### src/rtl/fetch_unit.sv
// fetch_unit: IF stage with a single-outstanding imem request, IF/ID register and redirect tracking.
// Optional build macro FETCH_MISALIGN_CHECK_EN: suppress misaligned PC updates and raise sticky misalign_err.
module fetch_unit #(
    parameter logic [31:0] RESET_PC = 32'h0000_0000
) (
    input  logic        Clk,
    input  logic        Rst,
    input  logic        PC_write,
    input  logic        IF_write,
    input  logic [1:0]  addrSel,
    input  logic [25:0] JumpIndex,
    input  logic [31:0] BranchTarget,
    input  logic [31:0] JrTarget,
    output logic        imem_req,
    output logic [31:0] imem_addr,
    input  logic [31:0] imem_rdata,
    input  logic        imem_valid,
    output logic [31:0] PC,
    output logic [31:0] IFID_Instr,
    output logic [31:0] IFID_PCPlus4,
    output logic        IFID_Valid,
    output logic        fetch_stall,
    output logic        misalign_err
);

    localparam int unsigned XLEN = 32;

    typedef enum logic [1:0] {
        S_REQ     = 2'd0,
        S_WAIT    = 2'd1,
        S_HAVE    = 2'd2,
        S_DISCARD = 2'd3
    } state_t;

    state_t            state_q, state_d;
    logic [XLEN-1:0]   pc_q, pc_d;
    logic [XLEN-1:0]   ibuf_q, ibuf_d;
    logic [XLEN-1:0]   redir_q, redir_d;
    logic [XLEN-1:0]   ifid_instr_q, ifid_instr_d;
    logic [XLEN-1:0]   ifid_pc4_q, ifid_pc4_d;
    logic              ifid_valid_q, ifid_valid_d;
    logic              err_q, err_d;
    logic              imem_req_q, imem_req_d;

    logic [XLEN-1:0]   pc_plus4;
    logic [XLEN-1:0]   npc_raw;
    logic [XLEN-1:0]   npc;
    logic              npc_bad;
    logic              instr_avail;
    logic [XLEN-1:0]   instr_word;
    logic              redirect_req;

    assign pc_plus4 = pc_q + XLEN'(4);

    // Next-PC select; wraps at 32 bits
    always_comb begin
        npc_raw = pc_plus4;
        case (addrSel)
            2'b00:   npc_raw = pc_plus4;
            2'b01:   npc_raw = {pc_plus4[31:28], JumpIndex, 2'b00};
            2'b10:   npc_raw = BranchTarget;
            default: npc_raw = JrTarget;
        endcase
    end

`ifdef FETCH_MISALIGN_CHECK_EN
    assign npc     = npc_raw;
    assign npc_bad = |npc_raw[1:0];
`else
    assign npc     = {npc_raw[XLEN-1:2], 2'b00};
    assign npc_bad = 1'b0;
`endif

    assign instr_avail  = (state_q == S_HAVE) || ((state_q == S_WAIT) && imem_valid);
    assign instr_word   = (state_q == S_WAIT) ? imem_rdata : ibuf_q;
    assign redirect_req = PC_write && (addrSel != 2'b00);

    // Next-state and register-update logic
    always_comb begin
        state_d      = state_q;
        pc_d         = pc_q;
        ibuf_d       = ibuf_q;
        redir_d      = redir_q;
        ifid_instr_d = ifid_instr_q;
        ifid_pc4_d   = ifid_pc4_q;
        ifid_valid_d = ifid_valid_q;
        err_d        = err_q;

        case (state_q)
            S_REQ: begin
                state_d = S_WAIT;
            end
            S_WAIT: begin
                if (imem_valid) begin
                    if (PC_write) begin
                        state_d = S_REQ;
                        if (npc_bad) err_d = 1'b1;
                        else         pc_d  = npc;
                    end else begin
                        ibuf_d  = imem_rdata;
                        state_d = S_HAVE;
                    end
                end else if (redirect_req) begin
                    // Response still in flight: remember the target and drop the word when it lands
                    state_d = S_DISCARD;
                    if (npc_bad) err_d   = 1'b1;
                    else         redir_d = npc;
                end
            end
            S_HAVE: begin
                if (PC_write) begin
                    state_d = S_REQ;
                    if (npc_bad) err_d = 1'b1;
                    else         pc_d  = npc;
                end
            end
            default: begin
                if (redirect_req) begin
                    if (npc_bad) err_d   = 1'b1;
                    else         redir_d = npc;
                end
                if (imem_valid) begin
                    pc_d    = redir_d;
                    state_d = S_REQ;
                end
            end
        endcase

        if (instr_avail && IF_write) begin
            ifid_instr_d = instr_word;
            ifid_pc4_d   = pc_plus4;
            ifid_valid_d = 1'b1;
        end
    end

    assign imem_req_d = (state_d == S_REQ);

    always_ff @(posedge Clk) begin
        if (!Rst) begin
            state_q      <= S_REQ;
            pc_q         <= RESET_PC;
            ibuf_q       <= '0;
            redir_q      <= '0;
            ifid_instr_q <= '0;
            ifid_pc4_q   <= '0;
            ifid_valid_q <= 1'b0;
            err_q        <= 1'b0;
            imem_req_q   <= 1'b1;
        end else begin
            state_q      <= state_d;
            pc_q         <= pc_d;
            ibuf_q       <= ibuf_d;
            redir_q      <= redir_d;
            ifid_instr_q <= ifid_instr_d;
            ifid_pc4_q   <= ifid_pc4_d;
            ifid_valid_q <= ifid_valid_d;
            err_q        <= err_d;
            imem_req_q   <= imem_req_d;
        end
    end

    assign imem_req     = imem_req_q;
    assign imem_addr    = pc_q;
    assign PC           = pc_q;
    assign IFID_Instr   = ifid_instr_q;
    assign IFID_PCPlus4 = ifid_pc4_q;
    assign IFID_Valid   = ifid_valid_q;
    assign fetch_stall  = !instr_avail;
    assign misalign_err = err_q;

endmodule

### config.mk
export PLATFORM = sky130hd
export DESIGN_NAME = fetch_unit
export DESIGN_NICKNAME = d
export VERILOG_FILES = /design/src/rtl/fetch_unit.sv
export SDC_FILE = /design/constraint.sdc
export NUM_CORES = 1
export LEC_CHECK = 0
export ABC_AREA = 1
export CAP_MARGIN = 20
export CORE_MARGIN = 1.5
export CORE_UTILIZATION = 47
export CTS_BUF_LIST = sky130_fd_sc_hd__clkbuf_16
export CTS_CLUSTER_SIZE = 20
export DETAILED_ROUTE_END_ITERATION = 8
export GPL_ROUTABILITY_DRIVEN = 0
export PLACE_DENSITY = 0.81
export SETUP_SLACK_MARGIN = 0.15
export SLEW_MARGIN = 20
export SYNTH_ARGS = -nofsm -noshare
export SYNTH_HDL_FRONTEND = slang
export SYNTH_SLANG_ARGS = --single-unit
### constraint.sdc
create_clock -name Clk -period 2 [get_ports Clk]
set_input_delay 0.2 -clock Clk [delete_from_list [all_inputs] [get_ports Clk]]
set_output_delay 0.2 -clock Clk [all_outputs]
set_load 0.005 [all_outputs]
==> results of run 1 <==
-- where the power goes --
group          internal [mW]  switching, mW
Sequential              3.47          0.128
Clock                   1.82           1.34
Combinational          0.848          0.810
Total                   6.14           2.27
-- cells by family after synthesis --
family	count (synthesis)
compound gates	279
xor+xnor	10
buf+inv	257
fa+ha+maj	5
simple gates	516
other cells	1
flops	164
-- what timing repair did --
action / 4_1_cts / 5_1_grt
setup buffers: 3 / 5
gates resized for setup: 19 / 59
hold buffers: 0 / 0
endpoints found under the setup margin: 92 / 123
cloned: 1 / 8
pin swaps: 2 / 9
-- stage by stage --
stage	hold WS, ns	instances
6_report	0.185	1698
3_5_place_dp	0.433	1649
5_1_grt	0.213	1698
3_3_place_gp	0.428	1649
2_1_floorplan	0.316	1232
4_1_cts	0.171	1685
-- worst max-delay path, stage by stage (launching register included) --
cell and delay, ns:
dfxtp_4 0.35, inv_2 0.06, ha_4 0.17, nand2_2 0.09
inv_1 0.06, nor2_2 0.10, inv_2 0.07, nor3_4 0.23
inv_4 0.11, clkbuf_16 0.21, o21ai_1 0.20, inv_1 0.06
-- final timing paths --
| check | to | slack, ns | depth (start not counted) |
|---|---|---|---|
| min | IFID_PCPlus4[10]$_SDFFE_PN0P_ | 0.18 | 5 |
| min reg2reg | redir_q[0]$_SDFFE_PN0P_ | 0.44 | 2 |
| max | redir_q[25]$_SDFFE_PN0P_ | 0.18 | 11 |
| max reg2reg | redir_q[25]$_SDFFE_PN0P_ | 0.18 | 11 |
-- final cells by class --
type | instances | area (µm²)
Clock buffer | 17 | 425
Fill cell | 1438 | 5290
Sequential cell | 164 | 3310
Clock inverter | 15 | 139
Tap cell | 225 | 282
Inverter | 153 | 581
Multi-Input combinational cell | 811 | 4040
Timing Repair Buffer | 313 | 3230
-- routing by layer --
metal / wire (µm) / GRT usage, %
met5: 0 / 0
met4: 1170 / 13.4
met3: 2750 / 6.30
met2: 13400 / 47.1
met1: 11000 / 33.6
-- sequential cells by signal (all words and copies together) (netlist names) --
register	count
IFID_PCPlus4	32
PC	32
redir_q	32
ibuf_q	32
state_q	2
imem_req	1
IFID_Valid	1
IFID_Instr	32
-- synth_stat cells, drive strengths merged --
| master | number |
|---|---|
| nand2 | 277 |
| nor2 | 183 |
| dfxtp | 164 |
| inv | 152 |
| o21ai | 124 |
| a21oi | 68 |
| buf | 66 |
| clkbuf | 38 |
| nand3 | 35 |
| a31oi | 32 |
| o22ai | 30 |
| nand4 | 14 |
| a22o | 13 |
| xor2 | 10 |
| a211oi | 5 |
| ha | 5 |
| nand3b | 5 |
| o211ai | 3 |
| o32ai | 2 |
| a32oi | 1 |
| and2 | 1 |
| clkinv | 1 |
| conb | 1 |
| nor3 | 1 |
| o21a | 1 |
==> impl_metrics.csv, run 1 <==
group,metric,value,unit
hold_path,hp-start,"Rst",
cells_and_area,antenna_cells,0,
yosys,syn_area,8310,µm²
outcome,status,"complete, no violations",
critical_path,end_kind,"flip-flop",
die,ios,261,
yosys,yosysTopAreaCell,"dfxtp_1",
hold_path,min_path_type,"in2reg",
critical_path,path_max_fanout,15,
critical_path,reg2reg_from,"state_q[1]$_SDFF_PN0_",
sta,hold_viol_final,0,
sta,finalClockSkew,0.0103,ns
yosys,synth_top_family_by_area,"simple AND/OR/NAND/NOR gates",
yosys,yosys.area_share.xor_xnor,1.05,%
job,drv_cap,0,
sta,rsz0062_at_grt,"yes",
pwr,max-vdd-ir-drop,680,µV
detailed_routing,viasPerCell,5.36,
die,die_h,136,µm
detailed_routing,wl,28300,µm
yosys,yosys_warnings,0,
cells_and_area,layout_commonest_cell,"nand2_1",
sta,fin_crit,1.82,ns
die,initial_core_util,48.0,%
place,place_ws,-0.0670,ns
yosys,synth-simple-area-share,24.9,%
clocking,clockBufferDepth,2,
global_routing,grt_remaining_overflow,0,
pwr,leakagePower,4.86,nW
sta,fin_ws,0.182,ns
place,dpl_cell_area,10900,µm²
cells_and_area,final_core_util,69.4,%
cells_and_area,final_cell_mix,"265 x nand2_1, 253 x clkdlybuf4s50_1, 168 x nor2_1",
critical_path,cp-startpoint,"state_q[1]$_SDFF_PN0_",
sta,final_max_slew_viol_count,0,
yosys,yosys-top-cells-area,"dfxtp_1 40%, nand2_1 12%, nor2_1 8.0%, inv_1 6.3%, o21ai_0 5.8%",
clocking,cts-root-buf,"clkbuf_16",
sta,finalSetupViolCount,0,
detailed_routing,ant_nets,0,
detailed_routing,drtPass1Iterations,5,
cells_and_area,nets,1594,
pwr,power.density,700,nW/µm²
sta,fin_crit_sh,90.9,%
yosys,ys_seq_elements,164,
critical_path,crit_path_start_kind,"flip-flop",
die,rows,48,
yosys,synth_top_cell_area_share,39.5,%
clocking,htree_levels,4,
clocking,insertion_delay,0.43,ns
cells_and_area,fin_area,12000,µm²
global_routing,grt_first_pass_wirelength,40100,µm
die,die_x,136,µm
clocking,clkTransAtPathRegs,0.07,ns
cells_and_area,syn_to_final_growth,44.5,%
yosys,yosysUniqueCellTypes,38,
global_routing,grt_pass1_vias,8087,
yosys,postSynthCellCount,1232,
die,die_area,18500,µm²
yosys,yosysSeqAreaShare,39.5,%
yosys,syn-num-nets,1366,
global_routing,antenna_found_initial,0,
yosys,syn_area_per_cell,6.74,µm²
cells_and_area,final_layout_size_suffix_gt1_share,11.9,%
critical_path,path_class,"reg2reg",
global_routing,grt_max_degree,64,
die,core,17300,µm²
place,portBuffers,255,
place,dp_hpwl,18300,µm
detailed_routing,route.detailed.drc,0,
pwr,finalPower,8.41,mW
detailed_routing,detail_route.wl_per_cell,16.7,µm
detailed_routing,drtIter0Drc,698,
clocking,cts_buffers,17,
detailed_routing,via_count,9102,
critical_path,crit_required,2.32,ns
yosys,synth.area.mux_share,0,%
yosys,synth_fa_ha_area_share,0.753,%
global_routing,track_usage,27.9,%
clocking,clock_sinks,164,
sta,tns,0,ns
sta,max_freq,550,MHz
yosys,synth-compound-area-share,19.6,%
clocking,cts_tree,"yes",
critical_path,arrival,2.14,ns
Power figures use the tool's default switching activity.
==> run 2, diff against run 1 <==
ABC_CLOCK_PERIOD_IN_PS = 2000   (was not set)
==> results of run 2 <==
Final layout, timing and power as in run 1 (identical DEF).
==> run 3, diff against run 2 <==
CTS_CLUSTER_SIZE = not set   (was 20)
SKIP_CTS_REPAIR_TIMING = 1   (was not set)
==> run 3 against run 2 <==
Net effect:
- critical path depth did not move
- core utilization decreased by 0.14 points
- largest power group unchanged
- sequential power barely moved
- die area unchanged
- sequential cell count unchanged
- cell count did not move
- via count grew 0.42%
- fmax shrank 6.4%
- design area shrank 0.21%
- setup slack worse by 0.12 ns
- combinational power hardly changed
- largest cell class unchanged
==> impl_metrics.csv, run 3 (same netlist as run 1, synthesis figures left out) <==
group,metric,value,unit
outcome,status,"complete, no violations",
global_routing,grt_max_degree,64,
global_routing,grt_remaining_overflow,0,
detailed_routing,via_count,9140,
critical_path,r2r_slack,0.06,ns
place,portBuffers,255,
detailed_routing,detail_route.wl_per_cell,16.7,µm
detailed_routing,viasPerCell,5.38,
place,dp_hpwl,18300,µm
place,place_ws,-0.0670,ns
cells_and_area,syn_to_final_growth,44.2,%
clocking,cts_tree,"yes",
critical_path,crit_path_start_kind,"flip-flop",
detailed_routing,drtIter0Drc,698,
detailed_routing,drtPass1Iterations,5,
cells_and_area,final_layout_size_suffix_gt1_share,11.7,%
pwr,leakagePower,4.86,nW
global_routing,grt_pass1_vias,8078,
critical_path,reg2reg_from,"PC[11]$_SDFFE_PN0P_",
pwr,max-vdd-ir-drop,636,µV
clocking,cts_buffers,17,
detailed_routing,route.detailed.drc,0,
critical_path,r2r_end,"redir_q[30]$_SDFFE_PN0P_",
die,die_h,136,µm
sta,rsz0062_at_grt,"yes",
critical_path,path_class,"reg2reg",
sta,fin_crit_sh,97.1,%
die,initial_core_util,48.0,%
global_routing,track_usage,27.5,%
sta,finalSetupViolCount,0,
hold_path,min_to,"IFID_PCPlus4[10]$_SDFFE_PN0P_",
sta,finalClockSkew,0.0143,ns
sta,tns,0,ns
critical_path,crit_required,2.33,ns
sta,max_freq,515,MHz
die,ios,261,
hold_path,hp-start,"Rst",
cells_and_area,layout_commonest_cell,"nand2_1",
sta,final_max_slew_viol_count,0,
clocking,clock_sinks,164,
clocking,clockBufferDepth,2,
sta,fin_crit,1.94,ns
hold_path,min_path_type,"in2reg",
sta,fin_ws,0.0579,ns
die,die_area,18500,µm²
critical_path,arrival,2.27,ns
critical_path,cp-startpoint,"PC[11]$_SDFFE_PN0P_",
clocking,clkTransAtPathRegs,0.06,ns
cells_and_area,nets,1594,
critical_path,end_kind,"flip-flop",
die,die_x,136,µm
clocking,cts-root-buf,"clkbuf_16",
critical_path,r2r_cells,11,
global_routing,antenna_found_initial,0,
cells_and_area,final_cell_mix,"270 x nand2_1, 253 x clkdlybuf4s50_1, 169 x nor2_1",
hold_path,holdPathStages,5,
detailed_routing,wl,28300,µm
die,core,17300,µm²
critical_path,path_max_fanout,5,
clocking,htree_levels,4,
sta,hold_viol_final,0,
pwr,power.density,702,nW/µm²
job,drv_cap,0,
detailed_routing,ant_nets,0,
die,rows,48,
global_routing,grt_first_pass_wirelength,39600,µm
clocking,insertion_delay,0.43,ns
cells_and_area,antenna_cells,0,
-- run 3: cell types whose count changed in the layout (fill, tap and decap cells not counted), moves of 3 or more --
cell,previous run,this run
a21oi_1,64,58
a21oi_2,3,9
nand2_1,265,270
nand2_2,10,4
o21ai_1,29,25
o21ai_2,0,3
-- run 3: layout make-up --
type	count	area (µm²)
Clock buffer	17	425
Tap cell	225	282
Clock inverter	15	139
Inverter	153	586
Timing Repair Buffer	313	3210
Fill cell	1427	5310
Multi-Input combinational cell	811	4030
Sequential cell	164	3310
-- run 3: worst max-delay path, cell delays in order, from the launching register on --
cell and delay [ns]:
dfxtp_2 0.41, nand2_2 0.12, nor2_1 0.23, nand2_1 0.15
nor2_2 0.23, nand2_1 0.13, nand2_1 0.09, nand2_1 0.12
nand2_1 0.09, nand3_1 0.10, o21ai_1 0.13, inv_1 0.04
-- run 3: report_power, final --
part | total, mW | switching, mW | internal (mW) | leakage, nW
clock network | 3.16 | 1.34 | 1.82 | 0.279
logic | 1.66 | 0.816 | 0.841 | 3.23
registers | 3.60 | 0.127 | 3.47 | 1.34
-- run 3: worst max-delay path by stage --
stage / depth (start not counted) / to / slack (ns)
global route: 11 / redir_q[30]$_SDFFE_PN0P_ / -0.1
floorplan: 12 / redir_q[5]$_SDFFE_PN0P_ / 0.20
CTS: 6 / fetch_stall / -0.16
finish: 11 / redir_q[30]$_SDFFE_PN0P_ / 0.06
global placement: 7 / PC[29]$_SDFFE_PN0P_ / -0.003
detailed placement: 10 / IFID_Instr[25]$_SDFFE_PN0P_ / -0.07
-- run 3: routing by layer --
| layer | up-vias | track usage (%) | share of wire, % |
|---|---|---|---|
| met3 | 108 | 6.67 | 10 |
| met2 | 547 | 46.3 | 46 |
| met1 | 4100 | 33.1 | 39 |
| met5 | - | 0 | 0 |
| li1 | 4385 | - | - |
| met4 | 0 | 13.0 | 4.7 |
-- run 3: stage by stage --
stage               cell area [µm²]  hold slack, ns  power [mW]  cells  utilization [%]
finish                        12000           0.182        8.41   1698             69.3
floorplan                      8310           0.316        4.38   1232                -
CTS                           11500           0.171        8.27   1681             66.5
detailed placement            10900           0.433        5.14   1649             63.2
global placement              10900           0.428        5.11   1649             63.2
global route                  12000           0.209        8.73   1698             69.3
